## src/rtl/xvc_shift_sched_pkg.sv

```systemverilog
// Shared types and helpers for the XVC shift scheduler.
// The state encoding is one-hot. word_mask keeps the low len bits of a TDO word.
package xvc_shift_sched_pkg;

  localparam int WORD_W = 32;
  localparam int LEN_W  = 16;
  localparam int CLEN_W = 6;   // chunk length 0..32

  typedef enum logic [7:0] {
    S_IDLE   = 8'b0000_0001,
    S_RD     = 8'b0000_0010,
    S_RDW    = 8'b0000_0100,
    S_LAUNCH = 8'b0000_1000,
    S_WAIT   = 8'b0001_0000,
    S_WR     = 8'b0010_0000,
    S_FIN    = 8'b0100_0000,
    S_ERR    = 8'b1000_0000
  } state_t;

  function automatic logic [WORD_W-1:0] word_mask(input logic [CLEN_W-1:0] len);
    logic [WORD_W-1:0] m;
    if (len >= CLEN_W'(WORD_W)) begin
      m = '1;
    end else begin
      m = (WORD_W'(1) << len) - WORD_W'(1);
    end
    return m;
  endfunction

endpackage

```

## src/rtl/xvc_shift_sched_if.sv

```systemverilog
// Command, buffer and JTAG-engine signals of the XVC shift scheduler.
// master is the scheduler side; slave is the register layer, buffers and engine.
interface xvc_shift_sched_if #(
  parameter int ADDR_W = 6
);

  logic                                   cmd_valid_i;
  logic                                   cmd_ready_o;
  logic [xvc_shift_sched_pkg::LEN_W-1:0]  cmd_nbits_i;
  logic                                   abort_i;
  logic                                   busy_o;
  logic                                   done_o;
  logic                                   err_o;

  logic                                   buf_rd_o;
  logic [ADDR_W-1:0]                      buf_addr_o;
  logic [xvc_shift_sched_pkg::WORD_W-1:0] tms_rdata_i;
  logic [xvc_shift_sched_pkg::WORD_W-1:0] tdi_rdata_i;
  logic                                   tdo_we_o;
  logic [xvc_shift_sched_pkg::WORD_W-1:0] tdo_wdata_o;

  logic                                   jp_en_o;
  logic [xvc_shift_sched_pkg::WORD_W-1:0] jp_length_o;
  logic [xvc_shift_sched_pkg::WORD_W-1:0] jp_tms_o;
  logic [xvc_shift_sched_pkg::WORD_W-1:0] jp_tdi_o;
  logic                                   jp_done_i;
  logic [xvc_shift_sched_pkg::WORD_W-1:0] jp_tdo_i;

  modport master (
    input  cmd_valid_i, cmd_nbits_i, abort_i,
    output cmd_ready_o, busy_o, done_o, err_o,
    output buf_rd_o, buf_addr_o, tdo_we_o, tdo_wdata_o,
    input  tms_rdata_i, tdi_rdata_i,
    output jp_en_o, jp_length_o, jp_tms_o, jp_tdi_o,
    input  jp_done_i, jp_tdo_i
  );

  modport slave (
    output cmd_valid_i, cmd_nbits_i, abort_i,
    input  cmd_ready_o, busy_o, done_o, err_o,
    input  buf_rd_o, buf_addr_o, tdo_we_o, tdo_wdata_o,
    output tms_rdata_i, tdi_rdata_i,
    input  jp_en_o, jp_length_o, jp_tms_o, jp_tdi_o,
    output jp_done_i, jp_tdo_i
  );

endinterface

```

## src/rtl/xvc_shift_sched.sv

```systemverilog
// Runs one XVC shift command as a sequence of <=32-bit passes of the JTAG engine,
// fetching TMS/TDI words per chunk and writing the masked TDO word back.
module xvc_shift_sched
  import xvc_shift_sched_pkg::*;
#(
  parameter int ADDR_W      = 6,
  parameter int MAX_BITS    = 2048,
  parameter int TIMEOUT_CYC = 4096
) (
  input  logic                clk_i,
  input  logic                resetn_i,
  xvc_shift_sched_if.master   bus
);

  localparam int WD_W = $clog2(TIMEOUT_CYC) + 1;

  state_t              state_reg,  state_next;
  logic [LEN_W-1:0]    rem_reg,    rem_next;
  logic [ADDR_W-1:0]   addr_reg,   addr_next;
  logic [WD_W-1:0]     wd_reg,     wd_next;
  logic                abort_reg,  abort_next;
  logic [CLEN_W-1:0]   len_reg,    len_next;
  logic [WORD_W-1:0]   tms_reg,    tms_next;
  logic [WORD_W-1:0]   tdi_reg,    tdi_next;
  logic [WORD_W-1:0]   tdo_reg,    tdo_next;

  logic [LEN_W-1:0]    rem_after;
  logic                bad_len;

  assign rem_after = rem_reg - LEN_W'(len_reg);
  assign bad_len   = (bus.cmd_nbits_i == '0) || (bus.cmd_nbits_i > LEN_W'(MAX_BITS));

  always_ff @(posedge clk_i or negedge resetn_i) begin
    if (!resetn_i) begin
      state_reg <= S_IDLE;
    end else begin
      state_reg <= state_next;
    end
  end

  always_ff @(posedge clk_i or negedge resetn_i) begin
    if (!resetn_i) begin
      rem_reg   <= '0;
      addr_reg  <= '0;
      wd_reg    <= '0;
      abort_reg <= 1'b0;
      len_reg   <= '0;
      tms_reg   <= '0;
      tdi_reg   <= '0;
      tdo_reg   <= '0;
    end else begin
      rem_reg   <= rem_next;
      addr_reg  <= addr_next;
      wd_reg    <= wd_next;
      abort_reg <= abort_next;
      len_reg   <= len_next;
      tms_reg   <= tms_next;
      tdi_reg   <= tdi_next;
      tdo_reg   <= tdo_next;
    end
  end

  always_comb begin
    state_next = state_reg;
    rem_next   = rem_reg;
    addr_next  = addr_reg;
    wd_next    = wd_reg;
    abort_next = abort_reg;
    len_next   = len_reg;
    tms_next   = tms_reg;
    tdi_next   = tdi_reg;
    tdo_next   = tdo_reg;

    // Abort is only a request: the chunk in flight always completes.
    if (state_reg != S_IDLE && bus.abort_i) begin
      abort_next = 1'b1;
    end

    unique case (state_reg)
      S_IDLE: begin
        abort_next = 1'b0;
        if (bus.cmd_valid_i) begin
          rem_next   = bus.cmd_nbits_i;
          addr_next  = '0;
          abort_next = bus.abort_i;
          state_next = bad_len ? S_ERR : S_RD;
        end
      end
      S_RD: begin
        state_next = S_RDW;
      end
      S_RDW: begin
        tms_next   = bus.tms_rdata_i;
        tdi_next   = bus.tdi_rdata_i;
        len_next   = (rem_reg >= LEN_W'(WORD_W)) ? CLEN_W'(WORD_W) : rem_reg[CLEN_W-1:0];
        state_next = S_LAUNCH;
      end
      S_LAUNCH: begin
        wd_next    = '0;
        state_next = S_WAIT;
      end
      S_WAIT: begin
        if (bus.jp_done_i) begin
          tdo_next   = bus.jp_tdo_i & word_mask(len_reg);
          state_next = S_WR;
        end else if (wd_reg == WD_W'(TIMEOUT_CYC - 1)) begin
          state_next = S_ERR;
        end else begin
          wd_next = wd_reg + WD_W'(1);
        end
      end
      S_WR: begin
        rem_next   = rem_after;
        addr_next  = addr_reg + ADDR_W'(1);
        state_next = (rem_after == '0 || abort_next) ? S_FIN : S_RD;
      end
      S_FIN: begin
        state_next = S_IDLE;
      end
      S_ERR: begin
        state_next = S_IDLE;
      end
      default: begin
        state_next = S_IDLE;
      end
    endcase
  end

  // Strobes decode straight from the one-hot state, so an async reset clears them at once.
  assign bus.cmd_ready_o = (state_reg == S_IDLE);
  assign bus.busy_o      = (state_reg != S_IDLE);
  assign bus.buf_rd_o    = (state_reg == S_RD);
  assign bus.buf_addr_o  = addr_reg;
  assign bus.tdo_we_o    = (state_reg == S_WR);
  assign bus.tdo_wdata_o = (state_reg == S_WR) ? tdo_reg : '0;
  assign bus.jp_en_o     = (state_reg == S_LAUNCH);
  assign bus.jp_length_o = WORD_W'(len_reg);
  assign bus.jp_tms_o    = tms_reg;
  assign bus.jp_tdi_o    = tdi_reg;
  assign bus.done_o      = (state_reg == S_FIN);
  assign bus.err_o       = (state_reg == S_ERR);

endmodule
```

## src/flat_wrapper.sv

```systemverilog
// flat-port wrapper written by rule: the top's interface ports become plain ports
module xvc_shift_sched_flat import xvc_shift_sched_pkg::*;
#(
  parameter int ADDR_W      = 6,
  parameter int MAX_BITS    = 2048,
  parameter int TIMEOUT_CYC = 4096
)
  (clk_i, resetn_i, bus_cmd_valid_i, bus_cmd_nbits_i, bus_abort_i, bus_cmd_ready_o, bus_busy_o, bus_done_o, bus_err_o, bus_buf_rd_o, bus_buf_addr_o, bus_tdo_we_o, bus_tdo_wdata_o, bus_tms_rdata_i, bus_tdi_rdata_i, bus_jp_en_o, bus_jp_length_o, bus_jp_tms_o, bus_jp_tdi_o, bus_jp_done_i, bus_jp_tdo_i);
  xvc_shift_sched_if #(.ADDR_W(ADDR_W)) bus_i ();
  input  logic clk_i;
  input  logic resetn_i;
  input wire logic [$bits(bus_i.cmd_valid_i)-1:0] bus_cmd_valid_i;
  input wire logic [$bits(bus_i.cmd_nbits_i)-1:0] bus_cmd_nbits_i;
  input wire logic [$bits(bus_i.abort_i)-1:0] bus_abort_i;
  output wire logic [$bits(bus_i.cmd_ready_o)-1:0] bus_cmd_ready_o;
  output wire logic [$bits(bus_i.busy_o)-1:0] bus_busy_o;
  output wire logic [$bits(bus_i.done_o)-1:0] bus_done_o;
  output wire logic [$bits(bus_i.err_o)-1:0] bus_err_o;
  output wire logic [$bits(bus_i.buf_rd_o)-1:0] bus_buf_rd_o;
  output wire logic [$bits(bus_i.buf_addr_o)-1:0] bus_buf_addr_o;
  output wire logic [$bits(bus_i.tdo_we_o)-1:0] bus_tdo_we_o;
  output wire logic [$bits(bus_i.tdo_wdata_o)-1:0] bus_tdo_wdata_o;
  input wire logic [$bits(bus_i.tms_rdata_i)-1:0] bus_tms_rdata_i;
  input wire logic [$bits(bus_i.tdi_rdata_i)-1:0] bus_tdi_rdata_i;
  output wire logic [$bits(bus_i.jp_en_o)-1:0] bus_jp_en_o;
  output wire logic [$bits(bus_i.jp_length_o)-1:0] bus_jp_length_o;
  output wire logic [$bits(bus_i.jp_tms_o)-1:0] bus_jp_tms_o;
  output wire logic [$bits(bus_i.jp_tdi_o)-1:0] bus_jp_tdi_o;
  input wire logic [$bits(bus_i.jp_done_i)-1:0] bus_jp_done_i;
  input wire logic [$bits(bus_i.jp_tdo_i)-1:0] bus_jp_tdo_i;
  assign bus_i.cmd_valid_i = bus_cmd_valid_i;
  assign bus_i.cmd_nbits_i = bus_cmd_nbits_i;
  assign bus_i.abort_i = bus_abort_i;
  assign bus_cmd_ready_o = bus_i.cmd_ready_o;
  assign bus_busy_o = bus_i.busy_o;
  assign bus_done_o = bus_i.done_o;
  assign bus_err_o = bus_i.err_o;
  assign bus_buf_rd_o = bus_i.buf_rd_o;
  assign bus_buf_addr_o = bus_i.buf_addr_o;
  assign bus_tdo_we_o = bus_i.tdo_we_o;
  assign bus_tdo_wdata_o = bus_i.tdo_wdata_o;
  assign bus_i.tms_rdata_i = bus_tms_rdata_i;
  assign bus_i.tdi_rdata_i = bus_tdi_rdata_i;
  assign bus_jp_en_o = bus_i.jp_en_o;
  assign bus_jp_length_o = bus_i.jp_length_o;
  assign bus_jp_tms_o = bus_i.jp_tms_o;
  assign bus_jp_tdi_o = bus_i.jp_tdi_o;
  assign bus_i.jp_done_i = bus_jp_done_i;
  assign bus_i.jp_tdo_i = bus_jp_tdo_i;
  xvc_shift_sched #(.ADDR_W(ADDR_W), .MAX_BITS(MAX_BITS), .TIMEOUT_CYC(TIMEOUT_CYC)) u_core (.clk_i(clk_i), .resetn_i(resetn_i), .bus(bus_i));
endmodule
```

## config.mk

```make
export PLATFORM = sky130hd
export DESIGN_NAME = xvc_shift_sched_flat
export DESIGN_NICKNAME = d
export VERILOG_FILES = /design/src/rtl/xvc_shift_sched_pkg.sv /design/src/rtl/xvc_shift_sched_if.sv /design/src/rtl/xvc_shift_sched.sv /design/src/flat_wrapper.sv
export SDC_FILE = /design/constraint.sdc
export NUM_CORES = 1
export LEC_CHECK = 0
export ABC_AREA = 1
export BUFFER_PORTS_ARGS = -buffer_cell sky130_fd_sc_hd__buf_2
export CAP_MARGIN = 30
export CORE_AREA = 3 3 139 141
export DETAILED_ROUTE_END_ITERATION = 6
export DIE_AREA = 0 0 142 144
export PLACE_DENSITY = 0.79
export SLEW_MARGIN = 30
export SYNTH_ARGS = -nofsm -noshare
export SYNTH_HDL_FRONTEND = slang
export SYNTH_SLANG_ARGS = --single-unit
```

## constraint.sdc

```tcl
create_clock -name clk_i -period 3.48 [get_ports clk_i]
set_input_delay 0.348 -clock clk_i [delete_from_list [all_inputs] [get_ports clk_i]]
set_output_delay 0.348 -clock clk_i [all_outputs]
set_load 0.01 [all_outputs]
```

# Yosys cells after proc, flatten, opt, wreduce, memory -nomap -nowiden
# Cells that the tools add are included.
# op_classes
add_sub_neg,4
mul,0
n_div,0
order_cmp,3
n_eq_ne,14
shift,1
n_mux,21
bitwise,1
reduce_logical,11
# ops
op,n
$mux W32,4
$pmux W8 S6,1
$and A32 B32 Y32,1
$logic_not A16 Y1,2
$mux W8,4
$pmux W16 S2,1
$shl A1 B6 Y32 const A,1
$sub A32 B2 Y32 const B,1
$mux W13,2
$pmux W13 S2,1
$ge A16 B6 Y1 const B,1
$gt A16 B12 Y1 const B,1
$mux W16,1
$sub A16 B6 Y16,1
$add A13 B1 Y13 const B,1
$eq A13 B12 Y1 const B,1
$mux W6,2
$pmux W6 S2,1
$eq A8 B1 Y1 const B,1
$eq A8 B2 Y1 const B,1
$eq A8 B3 Y1 const B,1
$eq A8 B4 Y1 const B,1
$eq A8 B5 Y1 const B,1
$eq A8 B6 Y1 const B,1
14 further kinds,22
# totals
reg_bits,146
latchBits,0
ramBits,0
mem_bits_ro,0
input_bits,117
output_inout_bits,141
wordCells,64
memories,0

# Depth between registers and ports, before layout
# depth
depth_word,6
depth_mapped,18
depth_no_buf,16

# Worst setup path after synthesis
# Ideal clock, no wire load.
# synth_timing
kind,register -> register
from,register u_core.len_reg[5]
to,register u_core.state_reg[1]
setup_ps,121
arrival_time_ps,2355
required_ps,3359
path_slack_ps,1004
path_stages_with_launch,15
n_path_buf,2
synth_period_minus_slack_ps,2476
path_cell_list,dfrtp_1 buf_2 inv_1 buf_1 ha_1 a21oi_1 nand2_1 nor2_1 nand3_1 nand2_1 nand3_1 nor2_1 nand3_1 nand3_1 a21oi_1
# synth_via
elab_chain_cells,5
# synth_rtl
item,line_no,rtl
start: declaration,xvc_shift_sched.sv:22,"logic [CLEN_W-1:0] len_reg, len_next;"
start signal: assignment,xvc_shift_sched.sv:56,len_reg <= len_next;
$sub A16 B6 Y16,xvc_shift_sched.sv:30,assign rem_after = rem_reg - LEN_W'(len_reg);
$logic_not A16 Y1,xvc_shift_sched.sv:115,state_next = (rem_after == '0 || abort_next) ? S_FIN : S_RD;
$logic_or A1 B1 Y1,xvc_shift_sched.sv:115,
$mux W7,xvc_shift_sched.sv:115,
$pmux W8 S6,xvc_shift_sched.sv:79,unique case (state_reg)
end signal: assignment,xvc_shift_sched.sv:37,state_reg <= state_next;
end: declaration,xvc_shift_sched.sv:17,"state_t state_reg, state_next;"
# Every way passes these cells.
# A chain may end at the register's enable or synchronous reset.

# Worst setup path after layout
# Same ends and word-level chain as after synthesis.

==> results.toml <==
[die]
die_h_um = 144
die_area_um2 = 20400
io_pins = 258
core_area_um2 = 18100
die_x_um = 142
start_util_pct = 44.9
rows = 49

[sta]
setup_viol = 0
final.min_clock_period_ns = 2.85
tightestPinTransition_ns = 0.838
drv_slew = 0
slew_headroom_pct = 44.0
setup_slack_ns = 0.629
whs_ns = -0.00734
period_share_pct = 81.9
rsz0062_at_grt = "false"
fmax_mhz = 351
finalHoldViolCount = 13
setup_tns_ns = 0
finalClockSkew_ns = 0.00836

[pwr]
power_density_nw_per_um2 = 560
p_leak_nw = 5.20
ir_drop_uv = 364

[grt]
grt_max_degree = 86
grt_first_pass_wirelength_um = 38300
grt_usage_pct = 23.4
grt_pass1_vias = 7623
grt_overflow = 0
antenna_found_initial = 1

[routing]
routed_wl_um = 23700
first_iter_violations = 614
firstDrtPassIters = 6
wire_per_inst_um = 15.1
drcViolationCount = 0
detail-route-antenna-nets = 0
vias = 7979
vias_per_cell = 5.08

[cts]
path_clk_slew_ns = 0.07
cts_buffers = 17
htree_levels = 4
ctsHoldBuffers = 0
cts_tree = "yes"
cts.root.buffer_cell = "clkbuf_16"
cts.sinks = 146
cts_resized = 0
cts_setup_buffers = 0
clock_latency_ns = 0.42
ctsLongestPathBuffers = 2

[run_status]
outcome = "complete, but fails checks"
violations = "negative hold slack"

[logic_synthesis]
synthTopCellsByArea = "dfrtp_1, nand2_1, nor2_1"
syn_area_um2 = 8120
ys_ff_latch = 146
synthAdderAreaFrac_pct = 1.63
synth_top_family_by_area = "simple AND/OR/NAND/NOR gates"
ys_seq_area_share_pct = 45.0
async_reset_ff_share_pct = 100
synth.avg_cell_area_um2 = 7.32
syn_inst = 1109
synth.top_cell.area_share_pct = 44.7
synth_mux_area_share_pct = 0
yosysUniqueCellTypes = 47
synth_xor_area_share_pct = 0.755
synth-edff-count = 0
yosys.area.top_type = "dfrtp_1"
ys_warn_count = 0
synth-compound-area-share_pct = 7.21
synth_ff_type = "dfrtp_1"
synth-simple-area-share_pct = 35.2

[placement]
dp_slack_ns = 0.640
placed_area_um2 = 9380
portBuffers = 231
gp_congestion = 0.972
dpl.hpwl_um = 17900

[worst_setup_path]
critPathMaxFanout = 14
crit_chain = "inv_1 -> ha_1 -> a21oi_1 -> nand2_1 -> nor2_1 -> nand2_1 -> nand2_1 -> nand2_1 -> inv_1 -> nand2_1 -> nor2_1 -> nand3_1 -> nand3_1 -> a21oi_1"
crit_type = "reg2reg"
critPathArrivalTime_ns = 3.16
max_stage_delay_ns = 0.53
start_kind = "flop"
path_common_cell = "nand2_1"
cp_slowest_cell = "dfrtp_1"
critical_path_required_ns = 3.79
end_kind = "flop"

[run]
drv_cap = 0

[layout]
fillers = 1723
area_delta_synth_final_pct = 22.6
drive_above_1_share_pct = 23.0
diodes = 0
nets = 1455
final_area_um2 = 9960

[hold_path]
min-delay-path-class = "in2async"
[logic make-up after synthesis]
kind of cell	count (synthesis)
other	1
flip-flops	146
adder cells (fa/ha/maj)	10
AO/OA/AOI/OAI	96
XOR/XNOR	7
AND/OR/NAND/NOR	664
buffers and inverters	185
[metrics by stage]
step | std cells | utilization, % | power (mW) | hold slack, ns
2_1_floorplan | 1134 | - | 3.24 | 0.0524
3_3_place_gp | 1538 | 51.9 | 3.76 | 0.458
3_5_place_dp | 1538 | 51.9 | 3.78 | 0.459
4_1_cts | 1570 | 55.1 | 5.60 | 0.0182
5_1_grt | 1570 | 55.1 | 5.94 | 0.0522
6_report | 1570 | 55.1 | 5.58 | -0.00734
[worst paths after layout]
| path | slack, ns | depth (start not counted) | from | end |
|---|---|---|---|---|
| hold / removal | -0.007 | 1 | resetn_i | u_core.len_reg[1] |
| max in group asynchronous | 2.64 | 2 | resetn_i | u_core.state_reg[0] |
| setup reg to reg | 0.63 | 14 | u_core.len_reg[5] | u_core.state_reg[1] |
| hold reg to reg | 0.47 | 2 | u_core.bus.jp_tms_o[7] | u_core.bus.jp_tms_o[7] |
| setup / recovery | 0.63 | 14 | u_core.len_reg[5] | u_core.state_reg[1] |
| min in group clk_i | 0.11 | 3 | bus_tms_rdata_i[17] | u_core.bus.jp_tms_o[17] |
[layout make-up]
class	count	area [um2]	share of cell area, %
timing repair buffer	238	1240	12.5
multi-input combinational	803	3740	37.6
sequential	146	3650	36.7
tap	229	287	2.88
clock buffer	18	439	4.41
inverter	122	460	4.62
clock inverter	14	134	1.34
[critical path: cells and delay by family, from the launching register on]
kind | cells | cell delay [ns]
AO/OA/AOI/OAI | 2 | 0.49
adder cells (fa/ha/maj) | 1 | 0.48
AND/OR/NAND/NOR | 9 | 0.82
buffers and inverters | 2 | 0.41
flip-flops | 1 | 0.53
[layout by cell type, fill, tap and decap left out, types with 2 or more instances in the layout]
master,n
buf_2,230
inv_2,8
nand3b_1,4
dfrtp_1,145
nand3_1,80
nor4_4,3
o31ai_1,4
clkinvlp_4,3
clkbuf_16,17
o211ai_1,3
nor3_1,17
inv_8,3
conb_1,26
o21ai_0,37
buf_4,5
nor4_1,6
nand4_1,21
inv_1,113
o21bai_1,3
nor2_4,6
o22ai_1,7
o21a_1,2
buf_12,2
nor2_2,9
inv_6,6
xor2_1,4
ha_1,9
a21oi_1,21
nor2_1,123
o32ai_1,2
nand2_2,5
nand2_1,384
o221ai_1,11
xnor2_1,3
[metal layers]
layer	wire, um	GRT usage, %	vias to the layer above
met4	409	6.67	2
met2	11400	38.7	340
li1	-	-	3914
met3	1890	6.25	34
met5	13	0	-
met1	10000	30.5	3689
[Yosys cell counts, types with 9 or more instances]
cell type / n
a21oi_1: 21
buf_2: 9
buf_4: 29
clkbuf_1: 17
dfrtp_1: 145
ha_1: 9
inv_1: 113
nand2_1: 385
nand3_1: 80
nand4_1: 21
nor2_1: 123
nor2_2: 10
nor3_1: 17
o21ai_0: 37
o221ai_1: 11
[where the power goes]
part	total [mW]	switching, mW	internal [mW]	leakage, nW
Combinational	1.67	1.10	0.571	3.35
Sequential	2.11	0.174	1.94	1.58
Clock	1.79	0.825	0.966	0.273
Total	5.58	2.10	3.48	5.20
No activity file was read; power rests on OpenSTA's default activity.
